File: src/rtl/pong_pkg.sv
// Shared definitions for the pong controller.
//   - state_t : game state encoding, also driven onto o_state
//   - *_DEF   : default playfield / object geometry and timing
//   - CNT_W   : width of the serve-delay frame counter
//   - centre(): top-left coordinate that centres an object of a given size
package pong_pkg;

    typedef enum logic [2:0] {
        ST_IDLE  = 3'd0,
        ST_SERVE = 3'd1,
        ST_PLAY  = 3'd2,
        ST_POINT = 3'd3,
        ST_OVER  = 3'd4
    } state_t;

    localparam int HRES_DEF       = 640;
    localparam int VRES_DEF       = 480;
    localparam int PAD_H_DEF      = 64;
    localparam int PAD_W_DEF      = 8;
    localparam int BALL_DEF       = 8;
    localparam int PAD_SPD_DEF    = 4;
    localparam int BALL_SPD_DEF   = 2;
    localparam int PAD1_X_DEF     = 16;
    localparam int PAD2_X_DEF     = 616;
    localparam int WIN_DEF        = 9;
    localparam int SERVE_WAIT_DEF = 60;

    localparam int CNT_W = 16;

    function automatic logic [9:0] centre(input int extent, input int size);
        return 10'((extent - size) / 2);
    endfunction

endpackage

File: src/rtl/pong_paddle.sv
// One paddle: button synchronizers, up/down resolution and clamped movement.
//   clk, rst_n     : pixel clock, asynchronous active-low reset
//   step           : single-cycle strobe; the paddle moves once when high
//   btn_up, btn_dn : raw asynchronous buttons
//   pad_y          : registered paddle top, 0 .. VRES-PAD_H
module pong_paddle
    import pong_pkg::*;
#(
    parameter int VRES    = VRES_DEF,
    parameter int PAD_H   = PAD_H_DEF,
    parameter int PAD_SPD = PAD_SPD_DEF
) (
    input  logic       clk,
    input  logic       rst_n,
    input  logic       step,
    input  logic       btn_up,
    input  logic       btn_dn,
    output logic [9:0] pad_y
);

    localparam logic signed [11:0] Y_MAX = 12'(VRES - PAD_H);
    localparam logic signed [11:0] SPD   = 12'(PAD_SPD);
    localparam logic [9:0]         Y_RST = centre(VRES, PAD_H);

    logic up_p0, up_p1;
    logic dn_p0, dn_p1;

    // Extra sign/headroom bits let the step overshoot either end before clamping.
    function automatic logic [9:0] move_clamp(input logic [9:0] y,
                                              input logic       go_up,
                                              input logic       go_dn);
        logic signed [11:0] t;
        t = $signed({2'b00, y});
        if (go_up && !go_dn)
            t = t - SPD;
        else if (go_dn && !go_up)
            t = t + SPD;
        if (t < 12'sd0)
            t = 12'sd0;
        else if (t > Y_MAX)
            t = Y_MAX;
        return t[9:0];
    endfunction

    always_ff @(posedge clk or negedge rst_n) begin
        if (!rst_n) begin
            up_p0 <= 1'b0;
            up_p1 <= 1'b0;
            dn_p0 <= 1'b0;
            dn_p1 <= 1'b0;
        end else begin
            up_p0 <= btn_up;
            up_p1 <= up_p0;
            dn_p0 <= btn_dn;
            dn_p1 <= dn_p0;
        end
    end

    always_ff @(posedge clk or negedge rst_n) begin
        if (!rst_n)
            pad_y <= Y_RST;
        else if (step)
            pad_y <= move_clamp(pad_y, up_p1, dn_p1);
    end

endmodule

File: src/rtl/pong_ctrl.sv
// Pong game controller. Game state advances once per frame tick (rising
// edge of i_frame); all outputs are registered.
//   i_clk, i_rst_n         : pixel clock, asynchronous active-low reset
//   i_frame                : vblank level, synchronous to i_clk
//   i_start                : start button (asynchronous)
//   i_p1_up/dn, i_p2_up/dn : paddle buttons (asynchronous)
//   o_ball_x, o_ball_y     : ball top-left
//   o_pad1_y, o_pad2_y     : paddle tops
//   o_score1, o_score2     : scores, saturating at WIN
//   o_state                : current game state (pong_pkg::state_t)
module pong_ctrl
    import pong_pkg::*;
#(
    parameter int HRES       = HRES_DEF,
    parameter int VRES       = VRES_DEF,
    parameter int PAD_H      = PAD_H_DEF,
    parameter int PAD_W      = PAD_W_DEF,
    parameter int BALL       = BALL_DEF,
    parameter int PAD_SPD    = PAD_SPD_DEF,
    parameter int BALL_SPD   = BALL_SPD_DEF,
    parameter int PAD1_X     = PAD1_X_DEF,
    parameter int PAD2_X     = PAD2_X_DEF,
    parameter int WIN        = WIN_DEF,
    parameter int SERVE_WAIT = SERVE_WAIT_DEF
) (
    input  logic       i_clk,
    input  logic       i_rst_n,
    input  logic       i_frame,
    input  logic       i_start,
    input  logic       i_p1_up,
    input  logic       i_p1_dn,
    input  logic       i_p2_up,
    input  logic       i_p2_dn,
    output logic [9:0] o_ball_x,
    output logic [9:0] o_ball_y,
    output logic [9:0] o_pad1_y,
    output logic [9:0] o_pad2_y,
    output logic [3:0] o_score1,
    output logic [3:0] o_score2,
    output logic [2:0] o_state
);

    localparam logic [9:0] BALL_X0   = centre(HRES, BALL);
    localparam logic [9:0] BALL_Y0   = centre(VRES, BALL);
    localparam logic [9:0] X_RIGHT   = 10'(HRES - BALL);
    localparam logic [9:0] Y_BOTTOM  = 10'(VRES - BALL);
    localparam logic [9:0] P1_BOUNCE = 10'(PAD1_X + PAD_W);
    localparam logic [9:0] P2_BOUNCE = 10'(PAD2_X - BALL);

    localparam logic signed [10:0] B_SPD   = 11'(BALL_SPD);
    localparam logic signed [10:0] Y_BOT_S = 11'(VRES - BALL);
    localparam logic signed [10:0] X_MAX_S = 11'(HRES - BALL);
    localparam logic signed [10:0] P1_EDGE = 11'(PAD1_X + PAD_W);
    localparam logic signed [10:0] P2_EDGE = 11'(PAD2_X - BALL);

    localparam logic [10:0]      BALL_U  = 11'(BALL);
    localparam logic [10:0]      PAD_H_U = 11'(PAD_H);
    localparam logic [3:0]       WIN_U   = 4'(WIN);
    localparam logic [CNT_W-1:0] WAIT_LAST = CNT_W'(SERVE_WAIT - 1);

    logic frame_q, tick;
    logic start_p0, start_p1;

    state_t           state, state_nxt;
    logic [9:0]       ball_x, ball_x_nxt;
    logic [9:0]       ball_y, ball_y_nxt;
    logic             dx, dx_nxt;       // 1 = moving right (toward P2)
    logic             dy, dy_nxt;       // 1 = moving down
    logic [3:0]       score1, score1_nxt;
    logic [3:0]       score2, score2_nxt;
    logic [CNT_W-1:0] cnt, cnt_nxt;

    logic [9:0]         pad1_y, pad2_y;
    logic               pad_step;
    logic signed [10:0] nx, ny;
    logic               ovl1, ovl2, hit1, hit2;

    function automatic logic [3:0] sat_inc(input logic [3:0] s);
        return (s >= WIN_U) ? s : s + 4'd1;
    endfunction

    assign tick     = i_frame & ~frame_q;
    assign pad_step = tick && (state == ST_SERVE || state == ST_PLAY);

    // Vertical overlap of the ball's current row span with each paddle.
    assign ovl1 = (({1'b0, ball_y} + BALL_U) > {1'b0, pad1_y}) &&
                  ({1'b0, ball_y} < ({1'b0, pad1_y} + PAD_H_U));
    assign ovl2 = (({1'b0, ball_y} + BALL_U) > {1'b0, pad2_y}) &&
                  ({1'b0, ball_y} < ({1'b0, pad2_y} + PAD_H_U));

    pong_paddle #(
        .VRES    (VRES),
        .PAD_H   (PAD_H),
        .PAD_SPD (PAD_SPD)
    ) u_pad1 (
        .clk    (i_clk),
        .rst_n  (i_rst_n),
        .step   (pad_step),
        .btn_up (i_p1_up),
        .btn_dn (i_p1_dn),
        .pad_y  (pad1_y)
    );

    pong_paddle #(
        .VRES    (VRES),
        .PAD_H   (PAD_H),
        .PAD_SPD (PAD_SPD)
    ) u_pad2 (
        .clk    (i_clk),
        .rst_n  (i_rst_n),
        .step   (pad_step),
        .btn_up (i_p2_up),
        .btn_dn (i_p2_dn),
        .pad_y  (pad2_y)
    );

    always_ff @(posedge i_clk or negedge i_rst_n) begin
        if (!i_rst_n) begin
            frame_q  <= 1'b0;
            start_p0 <= 1'b0;
            start_p1 <= 1'b0;
        end else begin
            frame_q  <= i_frame;
            start_p0 <= i_start;
            start_p1 <= start_p0;
        end
    end

    always_ff @(posedge i_clk or negedge i_rst_n) begin
        if (!i_rst_n) begin
            state  <= ST_IDLE;
            ball_x <= BALL_X0;
            ball_y <= BALL_Y0;
            dx     <= 1'b1;
            dy     <= 1'b1;
            score1 <= 4'd0;
            score2 <= 4'd0;
            cnt    <= '0;
        end else begin
            state  <= state_nxt;
            ball_x <= ball_x_nxt;
            ball_y <= ball_y_nxt;
            dx     <= dx_nxt;
            dy     <= dy_nxt;
            score1 <= score1_nxt;
            score2 <= score2_nxt;
            cnt    <= cnt_nxt;
        end
    end

    always_comb begin
        state_nxt  = state;
        ball_x_nxt = ball_x;
        ball_y_nxt = ball_y;
        dx_nxt     = dx;
        dy_nxt     = dy;
        score1_nxt = score1;
        score2_nxt = score2;
        cnt_nxt    = cnt;

        nx   = dx ? $signed({1'b0, ball_x}) + B_SPD : $signed({1'b0, ball_x}) - B_SPD;
        ny   = dy ? $signed({1'b0, ball_y}) + B_SPD : $signed({1'b0, ball_y}) - B_SPD;
        hit1 = !dx && (nx <= P1_EDGE) && ovl1;
        hit2 =  dx && (nx >= P2_EDGE) && ovl2;

        if (tick) begin
            case (state)
                ST_IDLE, ST_OVER: begin
                    if (start_p1) begin
                        state_nxt  = ST_SERVE;
                        score1_nxt = 4'd0;
                        score2_nxt = 4'd0;
                        ball_x_nxt = BALL_X0;
                        ball_y_nxt = BALL_Y0;
                        dx_nxt     = 1'b1;
                        dy_nxt     = 1'b1;
                        cnt_nxt    = '0;
                    end
                end

                ST_SERVE: begin
                    if (cnt == WAIT_LAST) begin
                        state_nxt = ST_PLAY;
                        cnt_nxt   = '0;
                    end else begin
                        cnt_nxt = cnt + 1'b1;
                    end
                end

                ST_PLAY: begin
                    if (ny <= 11'sd0) begin
                        ball_y_nxt = 10'd0;
                        dy_nxt     = 1'b1;
                    end else if (ny >= Y_BOT_S) begin
                        ball_y_nxt = Y_BOTTOM;
                        dy_nxt     = 1'b0;
                    end else begin
                        ball_y_nxt = ny[9:0];
                    end

                    // A paddle hit takes priority over the ball leaving the field.
                    // On a miss dx is left alone: it still points at the player
                    // who conceded, which is where the next serve goes.
                    if (hit1) begin
                        ball_x_nxt = P1_BOUNCE;
                        dx_nxt     = 1'b1;
                    end else if (hit2) begin
                        ball_x_nxt = P2_BOUNCE;
                        dx_nxt     = 1'b0;
                    end else if (nx < 11'sd0) begin
                        ball_x_nxt = 10'd0;
                        score2_nxt = sat_inc(score2);
                        state_nxt  = ST_POINT;
                    end else if (nx > X_MAX_S) begin
                        ball_x_nxt = X_RIGHT;
                        score1_nxt = sat_inc(score1);
                        state_nxt  = ST_POINT;
                    end else begin
                        ball_x_nxt = nx[9:0];
                    end
                end

                ST_POINT: begin
                    if (score1 == WIN_U || score2 == WIN_U) begin
                        state_nxt = ST_OVER;
                    end else begin
                        state_nxt  = ST_SERVE;
                        ball_x_nxt = BALL_X0;
                        ball_y_nxt = BALL_Y0;
                        dy_nxt     = ~dy;
                        cnt_nxt    = '0;
                    end
                end

                default: state_nxt = ST_IDLE;
            endcase
        end
    end

    assign o_ball_x = ball_x;
    assign o_ball_y = ball_y;
    assign o_pad1_y = pad1_y;
    assign o_pad2_y = pad2_y;
    assign o_score1 = score1;
    assign o_score2 = score2;
    assign o_state  = state;

endmodule

File: config.mk
export PLATFORM = sky130hd
export DESIGN_NAME = pong_ctrl
export DESIGN_NICKNAME = d
export VERILOG_FILES = /design/src/rtl/pong_pkg.sv /design/src/rtl/pong_paddle.sv /design/src/rtl/pong_ctrl.sv
export SDC_FILE = /design/constraint.sdc
export NUM_CORES = 1
export LEC_CHECK = 0
export ABC_AREA = 1
export CAP_MARGIN = 5
export CORE_ASPECT_RATIO = 1.4
export CORE_MARGIN = 2
export CORE_UTILIZATION = 45
export DETAILED_ROUTE_END_ITERATION = 7
export DONT_BUFFER_PORTS = 1
export GPL_TIMING_DRIVEN = 1
export SETUP_SLACK_MARGIN = 0.4
export SLEW_MARGIN = 15
export SYNTH_ARGS = -nofsm -noshare
export SYNTH_HDL_FRONTEND = slang
export SYNTH_SLANG_ARGS = --single-unit
File: constraint.sdc
create_clock -name i_clk -period 3.1 [get_ports i_clk]
set_input_delay 0.775 -clock i_clk [delete_from_list [all_inputs] [get_ports i_clk]]
set_output_delay 0.775 -clock i_clk [all_outputs]
set_load 0.1 [all_outputs]
==> flow_results.xml, run 1 <==
<?xml version="1.0" encoding="UTF-8"?>
<metrics>
  <group name="sta">
    <metric name="tightestPinTransition" unit="ns">0.585</metric>
    <metric name="slew_violations" unit="">0</metric>
    <metric name="finalCritPeriodShare" unit="">0.902</metric>
    <metric name="final-hold-violation-count" unit="">0</metric>
    <metric name="max_freq" unit="GHz">0.358</metric>
    <metric name="period_needed" unit="ns">2.79</metric>
    <metric name="slew_headroom" unit="">0.610</metric>
    <metric name="fin_tns_setup" unit="ns">0</metric>
    <metric name="report.final.setup_viol" unit="">0</metric>
    <metric name="worst_clock_skew" unit="ns">0.00702</metric>
    <metric name="rsz0062_at_grt" unit="">true</metric>
  </group>
  <group name="cells_and_area">
    <metric name="syn2layout_area_growth" unit="%">22.4</metric>
    <metric name="drive_gt1_frac" unit="">0.201</metric>
    <metric name="multi_input_comb_area" unit="sq um">4250</metric>
    <metric name="stdcell_area" unit="sq um">7720</metric>
    <metric name="num_antenna_cells" unit="">0</metric>
    <metric name="number_of_standard_cells_in_the_layout_taps_in_and_fillers_out" unit="">1150</metric>
    <metric name="ff_latch_area" unit="sq um">1890</metric>
    <metric name="nets" unit="">1033</metric>
    <metric name="layout.core_utilization" unit="">0.560</metric>
    <metric name="fillerInstances" unit="">1384</metric>
  </group>
  <group name="clock_network">
    <metric name="clock_insertion_delay_worst_skew" unit="ns">0.34</metric>
    <metric name="cts_buffer_count" unit="">9</metric>
    <metric name="clock_pin_transition_on_the_worst_setup_and_hold_timing_paths" unit="ns">0.06</metric>
    <metric name="cts_root_buf" unit="">clkbuf_16</metric>
    <metric name="cts_max_level" unit="">3</metric>
    <metric name="clock_tree.buffer_depth" unit="">2</metric>
    <metric name="cts_hold_buffers" unit="">0</metric>
    <metric name="cts_tree" unit="">built</metric>
    <metric name="clkSinkCount" unit="">74</metric>
  </group>
  <group name="global_routing">
    <metric name="grt_antenna_before_repair" unit="">0</metric>
    <metric name="track_usage" unit="">0.229</metric>
    <metric name="global_route_wire_length_before_repair" unit="um">28000</metric>
    <metric name="first_global_vias" unit="">5942</metric>
    <metric name="grt_max_degree" unit="">75</metric>
    <metric name="grt_overflow_total" unit="">0</metric>
  </group>
  <group name="synthesis">
    <metric name="synth.distinct_cells" unit="">46</metric>
    <metric name="postSynth.asyncResetShare" unit="">1.00</metric>
    <metric name="post-synth-top-area-fraction" unit="">0.222</metric>
    <metric name="syn_area" unit="sq um">6310</metric>
    <metric name="seq_area_frac_synth" unit="">0.297</metric>
    <metric name="ys_ff_latch" unit="">74</metric>
    <metric name="synthesis.yosys.warnings" unit="">0</metric>
    <metric name="ys_dominant_reg_cell" unit="">dfrtp_1</metric>
    <metric name="synth-edff-count" unit="">0</metric>
    <metric name="syn_area_per_cell" unit="sq um">7.03</metric>
    <metric name="yosys-top-cells-area" unit="">dfrtp_1, nand2_1, ha_1</metric>
    <metric name="synth_largest_area_cell" unit="">dfrtp_1</metric>
    <metric name="netlist_instances" unit="">897</metric>
  </group>
  <group name="critical_path">
    <metric name="worst-path-max-fanout" unit="">4</metric>
    <metric name="endpoint_kind" unit="">flip-flop</metric>
    <metric name="reg2reg_depth" unit="">16</metric>
    <metric name="critical_path.startpoint_type" unit="">flip-flop</metric>
    <metric name="crit_slowest_cell" unit="">dfstp_4</metric>
    <metric name="cpMostUsedCell" unit="">nand2_1</metric>
    <metric name="cp_slowest_stage_delay" unit="ns">0.66</metric>
    <metric name="worst_ep_arrival_time" unit="ns">3.07</metric>
    <metric name="required" unit="ns">3.38</metric>
    <metric name="critPathKind" unit="">reg -&gt; reg</metric>
    <metric name="timing.critical_path.cells" unit="">ha_4 -&gt; nand3_2 -&gt; nand3b_1 -&gt; xor2_1 -&gt; inv_1 -&gt; ha_4 -&gt; nand3_2 -&gt; o21bai_1 -&gt; nand2_1 -&gt; nand2_1 -&gt; nor2_1 -&gt; nand4_1 -&gt; buf_4 -&gt; nand4_4 -&gt; nand2_1 -&gt; nand2_1</metric>
  </group>
  <group name="drt">
    <metric name="avgRoutedWirePerCell" unit="um">14.6</metric>
    <metric name="post_drt_via_cell_ratio" unit="">5.28</metric>
    <metric name="detail-route-antenna-nets" unit="">0</metric>
    <metric name="detailed_route_wl" unit="um">16800</metric>
    <metric name="drt_iter0_drc" unit="">275</metric>
    <metric name="drt_pre_antenna_iters" unit="">5</metric>
    <metric name="post-route-drc-count" unit="">0</metric>
    <metric name="dr_total_vias" unit="">6068</metric>
  </group>
  <group name="placed_design">
    <metric name="buffer_ports.inserted" unit="">0</metric>
    <metric name="numPlacedInstances" unit="">1119</metric>
    <metric name="placed_cell_area" unit="sq um">6870</metric>
    <metric name="dp_hpwl" unit="um">12600</metric>
    <metric name="place.gp.congestion" unit="">0.898</metric>
  </group>
  <group name="floorplan">
    <metric name="die_width" unit="um">104</metric>
    <metric name="die_area" unit="sq um">15000</metric>
    <metric name="floorplan.io_pins" unit="">59</metric>
    <metric name="start_util" unit="">0.458</metric>
    <metric name="die-height" unit="um">144</metric>
    <metric name="core.rowCount" unit="">51</metric>
    <metric name="coreArea" unit="sq um">13800</metric>
  </group>
  <group name="status">
    <metric name="outcome" unit="">finished, final reports clean</metric>
  </group>
  <group name="min_path">
    <metric name="hp-class" unit="">in -&gt; async</metric>
  </group>
  <group name="job">
    <metric name="max_cap_viol_count" unit="">0</metric>
  </group>
</metrics>
## area by class of cell
class / count / share of cell area
multi-input cells: 682 / 0.551
clock buffers: 10 / 0.0310
inverters: 131 / 0.0642
flip-flops and latches: 74 / 0.245
clock inverters: 6 / 0.0125
repair buffers: 62 / 0.0660
well taps: 185 / 0.0300
## path summary, 6_finish.rpt
| path | startpoint | end | slack (ns) |
|---|---|---|---|
| setup / recovery | o_ball_y[3] | o_state[0] | 0.31 |
| hold / removal | i_rst_n | u_pad2.up_p1 | 0.13 |
| setup reg to reg | o_ball_y[3] | o_state[0] | 0.31 |
| hold reg to reg | u_pad2.up_p0 | u_pad2.up_p1 | 0.35 |
| max in group asynchronous | i_rst_n | dy | 2.75 |
| min in group i_clk | u_pad2.up_p0 | u_pad2.up_p1 | 0.35 |
## cell usage in the layout, fill, tap and decap left out, types with 8 or more instances in the layout
| cell | netlist | final |
|---|---|---|
| xor2_1 | 25 | 22 |
| nand3_1 | 80 | 72 |
| ha_1 | 63 | 47 |
| dfstp_2 | 18 | 14 |
| nand2_2 | 5 | 12 |
| a21oi_1 | 46 | 39 |
| nor2_2 | 2 | 8 |
| clkbuf_16 | 0 | 9 |
| o21ai_0 | 55 | 51 |
| inv_2 | 3 | 9 |
| nor2_1 | 64 | 55 |
| nand2_1 | 231 | 221 |
| buf_4 | 7 | 55 |
| a21oi_2 | 1 | 8 |
| nand4_1 | 31 | 31 |
| dfrtp_1 | 56 | 52 |
| nor3_1 | 16 | 13 |
| inv_1 | 128 | 121 |
| nand3_2 | 1 | 8 |
| ha_4 | 0 | 13 |
## Yosys cell counts (2+ instances only)
library cell / count
nor3_1: 16
buf_2: 5
xor2_1: 25
nor2_4: 4
nand3_1: 80
or2_2: 5
ha_1: 63
dfrtp_1: 56
buf_4: 7
mux2i_1: 2
nand3b_1: 6
nand2_2: 5
inv_2: 3
o21bai_1: 4
nor2_1: 64
clkbuf_1: 3
o21ai_0: 55
a21oi_1: 46
fa_1: 2
nand4_1: 31
dfstp_2: 18
nor4_1: 6
xnor2_1: 5
o21a_1: 3
o21ai_1: 2
a31oi_1: 2
a21oi_4: 2
nand2_1: 231
inv_1: 128
nor2_2: 2
## state kept, by name, indices dropped and copies added, names as in the netlist, 3 cells and up
register and flops:
o_score1 4, o_state 3, cnt 16, o_score2 4, u_pad2.pad_y 8, u_pad1.pad_y 8
o_ball_x 9, o_ball_y 9
## routing by layer
| metal | part of all wire | wire (um) | track usage | vias to the layer above |
|---|---|---|---|---|
| li1 | - | - | - | 3077 |
| met1 | 0.42 | 7010 | 0.260 | 2856 |
| met2 | 0.53 | 8950 | 0.441 | 115 |
| met3 | 0.032 | 542 | 0.0320 | 20 |
| met4 | 0.018 | 299 | 0.0718 | 0 |
| met5 | 0 | 0 | 0 | - |
## critical path: cells and delay by family, from the launching register on
family                     cells  cell delay (ns)
adders and majority gates      2             0.44
DFF                            1             0.66
xor gates and xnor gates       1             0.15
buffers and inverters          2             0.33
and+or+nand+nor               10             1.00
AOI/OAI and AO/OA              1             0.15
## per-stage QoR
stage / setup slack (ns) / hold slack, ns
3_3_place_gp: 0.221 / 0.331
3_5_place_dp: 0.239 / 0.335
6_report: 0.305 / 0.127
5_1_grt: 0.165 / 0.113
2_1_floorplan: 0.285 / 0.331
4_1_cts: 0.362 / 0.119
## what timing repair did
action / CTS / global route
gates resized for setup: 20 / 63
pin swaps: 22 / 28
buffers inserted: 14 / 1
cloned: 0 / 0
endpoints found under the setup margin: 23 / 30
## cells by family after synthesis
family | Yosys count | share of synthesized area
AOI/OAI and AO/OA | 122 | 0.108
and+or+nand+nor | 457 | 0.327
buffers and inverters | 146 | 0.0920
other | 1 | 0.000595
xor gates and xnor gates | 30 | 0.0417
DFF | 74 | 0.297
adders and majority gates | 65 | 0.131
muxes | 2 | 0.00317
Power of run 1 is left out: the tool's default activity adds up to more than one toggle a clock period on the data nets, which glitch-free logic cannot reach.
==> run 2, diff against run 1 <==
--- a/config.mk
+++ b/config.mk
@@ -13,6 +13,7 @@
 export DETAILED_ROUTE_END_ITERATION = 7
 export DONT_BUFFER_PORTS = 1
 export GPL_TIMING_DRIVEN = 1
+export RECOVER_POWER = 100
 export SETUP_SLACK_MARGIN = 0.4
 export SLEW_MARGIN = 15
 export SYNTH_ARGS = -nofsm -noshare
==> constraint.sdc (replaced) <==
create_clock -name i_clk -period 2.24 [get_ports i_clk]
set_input_delay 0.56 -clock i_clk [delete_from_list [all_inputs] [get_ports i_clk]]
set_output_delay 0.56 -clock i_clk [all_outputs]
set_load 0.1 [all_outputs]
==> run 2 against run 1 <==
The flow now finishes with violations (negative hold slack, negative setup slack). Final cell count grew 9.5%. Routed wire length is 14% higher. Register-to-register slack lost 0.83 ns. Clock skew up 0.0024 ns. Via count grew 9.0%. Fmax grew 1.1%. Count of clock-buffer cells in the layout increased by 2. Flip-flop and latch count unchanged. Worst setup slack worse by 0.83 ns. Die area did not move. Utilization grew 12 points. Critical path type unchanged.
==> flow_results.xml, run 2 (synthesis results as in run 1) <==
<?xml version="1.0" encoding="UTF-8"?>
<metrics>
  <group name="status">
    <metric name="outcome" unit="">complete, but fails checks</metric>
    <metric name="violations_in_the_final_reports" unit="">negative hold slack, negative setup slack</metric>
  </group>
  <group name="clock_network">
    <metric name="cts_max_level" unit="">3</metric>
    <metric name="clock_tree.buffer_depth" unit="">2</metric>
    <metric name="clock_insertion_delay_worst_skew" unit="ns">0.35</metric>
    <metric name="clkSinkCount" unit="">74</metric>
    <metric name="clock_pin_transition_on_the_worst_setup_and_hold_timing_paths" unit="ns">0.07</metric>
    <metric name="cts_root_buf" unit="">clkbuf_16</metric>
    <metric name="cts_buffer_count" unit="">9</metric>
    <metric name="cts_tree" unit="">built</metric>
  </group>
  <group name="floorplan">
    <metric name="die_area" unit="sq um">15000</metric>
    <metric name="die_width" unit="um">104</metric>
    <metric name="start_util" unit="">0.458</metric>
    <metric name="floorplan.io_pins" unit="">59</metric>
    <metric name="coreArea" unit="sq um">13800</metric>
    <metric name="die-height" unit="um">144</metric>
    <metric name="core.rowCount" unit="">51</metric>
  </group>
  <group name="job">
    <metric name="max_cap_viol_count" unit="">0</metric>
  </group>
  <group name="global_routing">
    <metric name="grt_antenna_before_repair" unit="">0</metric>
    <metric name="grt_max_degree" unit="">75</metric>
    <metric name="global_route_wire_length_before_repair" unit="um">30600</metric>
    <metric name="track_usage" unit="">0.250</metric>
    <metric name="first_global_vias" unit="">6725</metric>
    <metric name="grt_overflow_total" unit="">0</metric>
  </group>
  <group name="sta">
    <metric name="hold-worst-slack" unit="ns">-0.0947</metric>
    <metric name="worst_clock_skew" unit="ns">0.00942</metric>
    <metric name="report.final.setup_viol" unit="">34</metric>
    <metric name="rsz0062_at_grt" unit="">true</metric>
    <metric name="max_freq" unit="GHz">0.362</metric>
    <metric name="slew_headroom" unit="">0.556</metric>
    <metric name="period_needed" unit="ns">2.77</metric>
    <metric name="slew_violations" unit="">0</metric>
    <metric name="finalCritPeriodShare" unit="">1.23</metric>
    <metric name="tightestPinTransition" unit="ns">0.666</metric>
    <metric name="final-hold-violation-count" unit="">56</metric>
    <metric name="postLayoutSetupSlackWorst" unit="ns">-0.525</metric>
  </group>
  <group name="drt">
    <metric name="detailed_route_wl" unit="um">19100</metric>
    <metric name="post_drt_via_cell_ratio" unit="">5.25</metric>
    <metric name="avgRoutedWirePerCell" unit="um">15.2</metric>
    <metric name="post-route-drc-count" unit="">0</metric>
    <metric name="detail-route-antenna-nets" unit="">0</metric>
    <metric name="drt_iter0_drc" unit="">240</metric>
    <metric name="dr_total_vias" unit="">6616</metric>
    <metric name="drt_pre_antenna_iters" unit="">5</metric>
  </group>
  <group name="critical_path">
    <metric name="critical_path.startpoint_type" unit="">flip-flop</metric>
    <metric name="required" unit="ns">2.52</metric>
    <metric name="worst-path-max-fanout" unit="">5</metric>
    <metric name="worst_ep_arrival_time" unit="ns">3.04</metric>
    <metric name="critPathKind" unit="">reg -&gt; reg</metric>
    <metric name="endpoint_kind" unit="">flip-flop</metric>
  </group>
  <group name="cells_and_area">
    <metric name="num_antenna_cells" unit="">0</metric>
    <metric name="final_cell_mix" unit="">nand2_1, buf_4, inv_1</metric>
    <metric name="flip_flop_count_of_the_largest_register_after_layout" unit="">16</metric>
    <metric name="most_common_cell_after_layout_fill_and_taps_aside" unit="">nand2_1</metric>
    <metric name="nets" unit="">1142</metric>
    <metric name="number_of_standard_cells_in_the_layout_taps_in_and_fillers_out" unit="">1259</metric>
    <metric name="drive_gt1_frac" unit="">0.412</metric>
    <metric name="syn2layout_area_growth" unit="%">49.1</metric>
    <metric name="regMostFlops" unit="">cnt</metric>
  </group>
  <group name="placed_design">
    <metric name="numPlacedInstances" unit="">1205</metric>
    <metric name="buffer_ports.inserted" unit="">0</metric>
    <metric name="place.gp.congestion" unit="">0.953</metric>
    <metric name="dp_hpwl" unit="um">13900</metric>
  </group>
  <group name="min_path">
    <metric name="hp-class" unit="">in -&gt; async</metric>
  </group>
</metrics>
run 2: what timing repair did:
action,CTS,global route
buffers inserted,22,16
gates resized for setup,136,112
hold endpoints to repair,56,56
cloned,0,0
setup endpoints to repair,60,69
pin swaps,46,50
run 2: final cells by class:
type	instances	area, sq um
timing repair buffer	171	1490
clock inverter	4	30.0
multi-input combinational	682	4850
tap	185	231
clock buffer	12	279
sequential	74	2010
inverter	131	518
fill	1181	4380
run 2: per-stage QoR:
| step | setup slack [ns] | util | setup TNS [ns] | hold slack, ns | cell area (sq um) |
|---|---|---|---|---|---|
| 6_report | -0.525 | 0.682 | -11.11 | -0.0947 | 9410 |
| 2_1_floorplan | -0.536 | - | -8.29 | 0.264 | 6680 |
| 3_3_place_gp | -0.444 | 0.569 | -10.64 | 0.267 | 7850 |
| 4_1_cts | -0.450 | 0.647 | -9.51 | -0.0985 | 8920 |
| 5_1_grt | -0.705 | 0.682 | -17.44 | -0.105 | 9410 |
| 3_5_place_dp | -0.548 | 0.569 | -12.50 | 0.268 | 7850 |
run 2: worst max-delay path: stages, from the launching register on:
cell and delay [ns]:
dfstp_4 0.66, ha_4 0.14, nand3_2 0.06, nand3b_1 0.18, xor2_1 0.21, inv_2 0.09
ha_4 0.28, nand3_2 0.06, o21bai_1 0.16, nand2_1 0.07, nand2_1 0.06, nor2_2 0.09
nand4_1 0.20, buf_4 0.22, nand4_4 0.09, nand2_2 0.05, nand2_1 0.06
run 2: final timing paths:
path	start	cells past startpoint	to	slack (ns)
setup reg to reg	o_ball_y[3]	16	o_state[2]	-0.53
min in group i_clk	i_p1_dn	0	u_pad1.dn_p0	0.24
hold reg to reg	u_pad2.dn_p0	0	u_pad2.dn_p1	0.34
max in group asynchronous	i_rst_n	0	u_pad1.pad_y[7]	2.10
setup / recovery	o_ball_y[3]	16	o_state[2]	-0.53
hold / removal	i_rst_n	0	o_ball_x[6]	-0.09
run 2: metal layers:
layer,share of wire,global-route usage,vias to the layer above
met1,0.39,0.278,3143
met4,0.033,0.107,0
met5,0,0,-
met3,0.033,0.0333,46
met2,0.55,0.479,130
li1,-,-,3297
Power of run 2 is left out for the same reason.
==> run 3, diff against run 2 <==
--- a/config.mk
+++ b/config.mk
@@ -13,6 +13,7 @@
 export DETAILED_ROUTE_END_ITERATION = 7
 export DONT_BUFFER_PORTS = 1
 export GPL_TIMING_DRIVEN = 1
+export PLACE_DENSITY_LB_ADDON = 0.12
 export RECOVER_POWER = 100
 export SETUP_SLACK_MARGIN = 0.4
 export SLEW_MARGIN = 15
==> run 3 against run 2 <==
The run still ends with negative hold slack, negative setup slack left. Largest cell class unchanged. Global-route usage rose by 1.7 points. Clock skew shrank 0.0025 ns. Sequential share of layout area is 0.37 points lower. Critical path depth fell by 1. Register-to-register slack better by 0.02 ns.
==> flow_results.xml, run 3 (synthesis results as in run 1) <==
<?xml version="1.0" encoding="UTF-8"?>
<metrics>
  <group name="clock_network">
    <metric name="clock_pin_transition_on_the_worst_setup_and_hold_timing_paths" unit="ns">0.07</metric>
    <metric name="cts_tree" unit="">built</metric>
    <metric name="clkSinkCount" unit="">74</metric>
    <metric name="clock_insertion_delay_worst_skew" unit="ns">0.35</metric>
    <metric name="cts_buffer_count" unit="">9</metric>
    <metric name="clock_tree.buffer_depth" unit="">2</metric>
    <metric name="cts_max_level" unit="">3</metric>
    <metric name="cts_root_buf" unit="">clkbuf_16</metric>
  </group>
  <group name="critical_path">
    <metric name="cp_slowest_stage_delay" unit="ns">0.64</metric>
    <metric name="worst_ep_arrival_time" unit="ns">3.03</metric>
    <metric name="required" unit="ns">2.52</metric>
    <metric name="endpoint_kind" unit="">flip-flop</metric>
    <metric name="crit-reg2reg-launch" unit="">o_ball_y[3]</metric>
    <metric name="worstReg2RegEnd" unit="">o_ball_x[6]</metric>
    <metric name="timing.reg2reg.setup_slack" unit="ns">-0.51</metric>
    <metric name="worst-path-max-fanout" unit="">5</metric>
    <metric name="critPathKind" unit="">reg -&gt; reg</metric>
    <metric name="critical_path.startpoint_type" unit="">flip-flop</metric>
    <metric name="timing.critical_path.cells" unit="">ha_4 -&gt; nand3_2 -&gt; nand3b_1 -&gt; xor2_1 -&gt; inv_2 -&gt; ha_1 -&gt; a21oi_1 -&gt; nand2_1 -&gt; o21ai_2 -&gt; nor2_4 -&gt; buf_4 -&gt; nand2_4 -&gt; nand3_2 -&gt; buf_4 -&gt; o21ai_2</metric>
    <metric name="reg2reg_depth" unit="">15</metric>
    <metric name="crit_slowest_cell" unit="">dfstp_4</metric>
  </group>
  <group name="drt">
    <metric name="dr_total_vias" unit="">6842</metric>
    <metric name="post-route-drc-count" unit="">0</metric>
    <metric name="detail-route-antenna-nets" unit="">0</metric>
    <metric name="detailed_route_wl" unit="um">20400</metric>
    <metric name="drt_iter0_drc" unit="">346</metric>
    <metric name="drt_pre_antenna_iters" unit="">6</metric>
    <metric name="post_drt_via_cell_ratio" unit="">5.39</metric>
    <metric name="avgRoutedWirePerCell" unit="um">16.1</metric>
  </group>
  <group name="sta">
    <metric name="rsz0062_at_grt" unit="">true</metric>
    <metric name="postLayoutSetupSlackWorst" unit="ns">-0.509</metric>
    <metric name="worst_clock_skew" unit="ns">0.00689</metric>
    <metric name="finalCritPeriodShare" unit="">1.23</metric>
    <metric name="tightestPinTransition" unit="ns">0.726</metric>
    <metric name="fin_tns_setup" unit="ns">-12.86</metric>
    <metric name="slew_headroom" unit="">0.516</metric>
    <metric name="report.final.setup_viol" unit="">37</metric>
    <metric name="period_needed" unit="ns">2.75</metric>
    <metric name="max_freq" unit="GHz">0.364</metric>
    <metric name="final-hold-violation-count" unit="">56</metric>
    <metric name="hold-worst-slack" unit="ns">-0.0971</metric>
    <metric name="slew_violations" unit="">0</metric>
  </group>
  <group name="cells_and_area">
    <metric name="stdcell_area" unit="sq um">9570</metric>
    <metric name="num_antenna_cells" unit="">0</metric>
    <metric name="nets" unit="">1152</metric>
    <metric name="most_common_cell_after_layout_fill_and_taps_aside" unit="">nand2_1</metric>
    <metric name="final_cell_mix" unit="">nand2_1, buf_4, inv_1</metric>
    <metric name="layout.core_utilization" unit="">0.695</metric>
    <metric name="drive_gt1_frac" unit="">0.460</metric>
    <metric name="fillerInstances" unit="">1121</metric>
    <metric name="syn2layout_area_growth" unit="%">51.8</metric>
    <metric name="regMostFlops" unit="">cnt</metric>
    <metric name="flip_flop_count_of_the_largest_register_after_layout" unit="">16</metric>
  </group>
  <group name="placed_design">
    <metric name="place.gp.congestion" unit="">0.908</metric>
    <metric name="placed_cell_area" unit="sq um">7840</metric>
    <metric name="dp_hpwl" unit="um">14200</metric>
    <metric name="buffer_ports.inserted" unit="">0</metric>
  </group>
  <group name="global_routing">
    <metric name="grt_util_met1" unit="">0.282</metric>
    <metric name="grt_max_degree" unit="">75</metric>
    <metric name="grt_most_used_layer" unit="">met2</metric>
    <metric name="grt_antenna_before_repair" unit="">0</metric>
    <metric name="global_route_wire_length_before_repair" unit="um">32400</metric>
    <metric name="groute.layer.met2.usage" unit="">0.510</metric>
    <metric name="first_global_vias" unit="">6949</metric>
    <metric name="grt_overflow_total" unit="">0</metric>
    <metric name="use_met3" unit="">0.0482</metric>
    <metric name="track_usage" unit="">0.267</metric>
  </group>
  <group name="floorplan">
    <metric name="core.rowCount" unit="">51</metric>
    <metric name="start_util" unit="">0.458</metric>
    <metric name="die_width" unit="um">104</metric>
    <metric name="coreArea" unit="sq um">13800</metric>
    <metric name="floorplan.io_pins" unit="">59</metric>
    <metric name="die_area" unit="sq um">15000</metric>
    <metric name="die-height" unit="um">144</metric>
  </group>
  <group name="job">
    <metric name="max_cap_viol_count" unit="">0</metric>
  </group>
  <group name="min_path">
    <metric name="hp-class" unit="">in -&gt; async</metric>
  </group>
  <group name="status">
    <metric name="violations_in_the_final_reports" unit="">negative hold slack, negative setup slack</metric>
    <metric name="outcome" unit="">complete, but fails checks</metric>
  </group>
</metrics>
-- run 3: changes by cell type in the layout (fill, tap and decap cells not counted), sizes merged --
cell / previous run / this run
buf: 151 / 144
bufinv: 0 / 1
clkbuf: 32 / 45
clkinv: 3 / 2
inv: 128 / 132
-- run 3: worst max-delay path by stage --
stage,from,end,slack [ns],cells past startpoint
2_1_floorplan,o_ball_y[3],o_score2[2],-0.54,17
3_3_place_gp,o_ball_y[3],o_score2[1],-0.47,17
3_5_place_dp,o_ball_y[3],o_score1[0],-0.56,17
4_1_cts,o_ball_y[3],o_state[0],-0.45,16
5_1_grt,o_ball_y[5],o_state[2],-0.72,16
6_report,o_ball_y[3],o_ball_x[6],-0.51,15
-- run 3: what timing repair did --
action,CTS,global route
gates resized for setup,156,142
gates cloned,1,0
pin swaps,29,52
endpoints found under the hold margin,56,56
endpoints found under the setup margin,67,66
setup buffers,28,17
-- run 3: metrics by stage --
step                      hold WS, ns  std cells  setup WS [ns]
after floorplan                 0.264        902         -0.536
after global placement          0.268       1207         -0.472
after detailed placement        0.268       1207         -0.555
after CTS                      -0.105       1252         -0.452
after global routing           -0.114       1269         -0.724
final                         -0.0971       1269         -0.509
-- run 3: metal layers --
metal	routed length, um	vias up
met5	0	-
li1	-	3307
met1	7450	3261
met4	921	0
met2	11100	201
met3	922	73
-- run 3: area by class of cell --
class	instances	area (sq um)	area share
multi-input cells	682	5040	0.527
flip-flops and latches	74	2010	0.210
repair buffers	180	1450	0.152
inverters	131	522	0.0545
well taps	185	231	0.0242
clock buffers	9	225	0.0235
clock inverters	7	83.8	0.00876
repair inverters	1	7.51	0.000784
-- run 3: critical path, delay by kind of cell (launching register included) --
kind / cells / cell delay [ns]
AOI/OAI and AO/OA: 3 / 0.41
adders and majority gates: 2 / 0.45
DFF: 1 / 0.64
xor gates and xnor gates: 1 / 0.20
and+or+nand+nor: 6 / 0.55
buffers and inverters: 3 / 0.41
Power of run 3 is left out for the same reason.
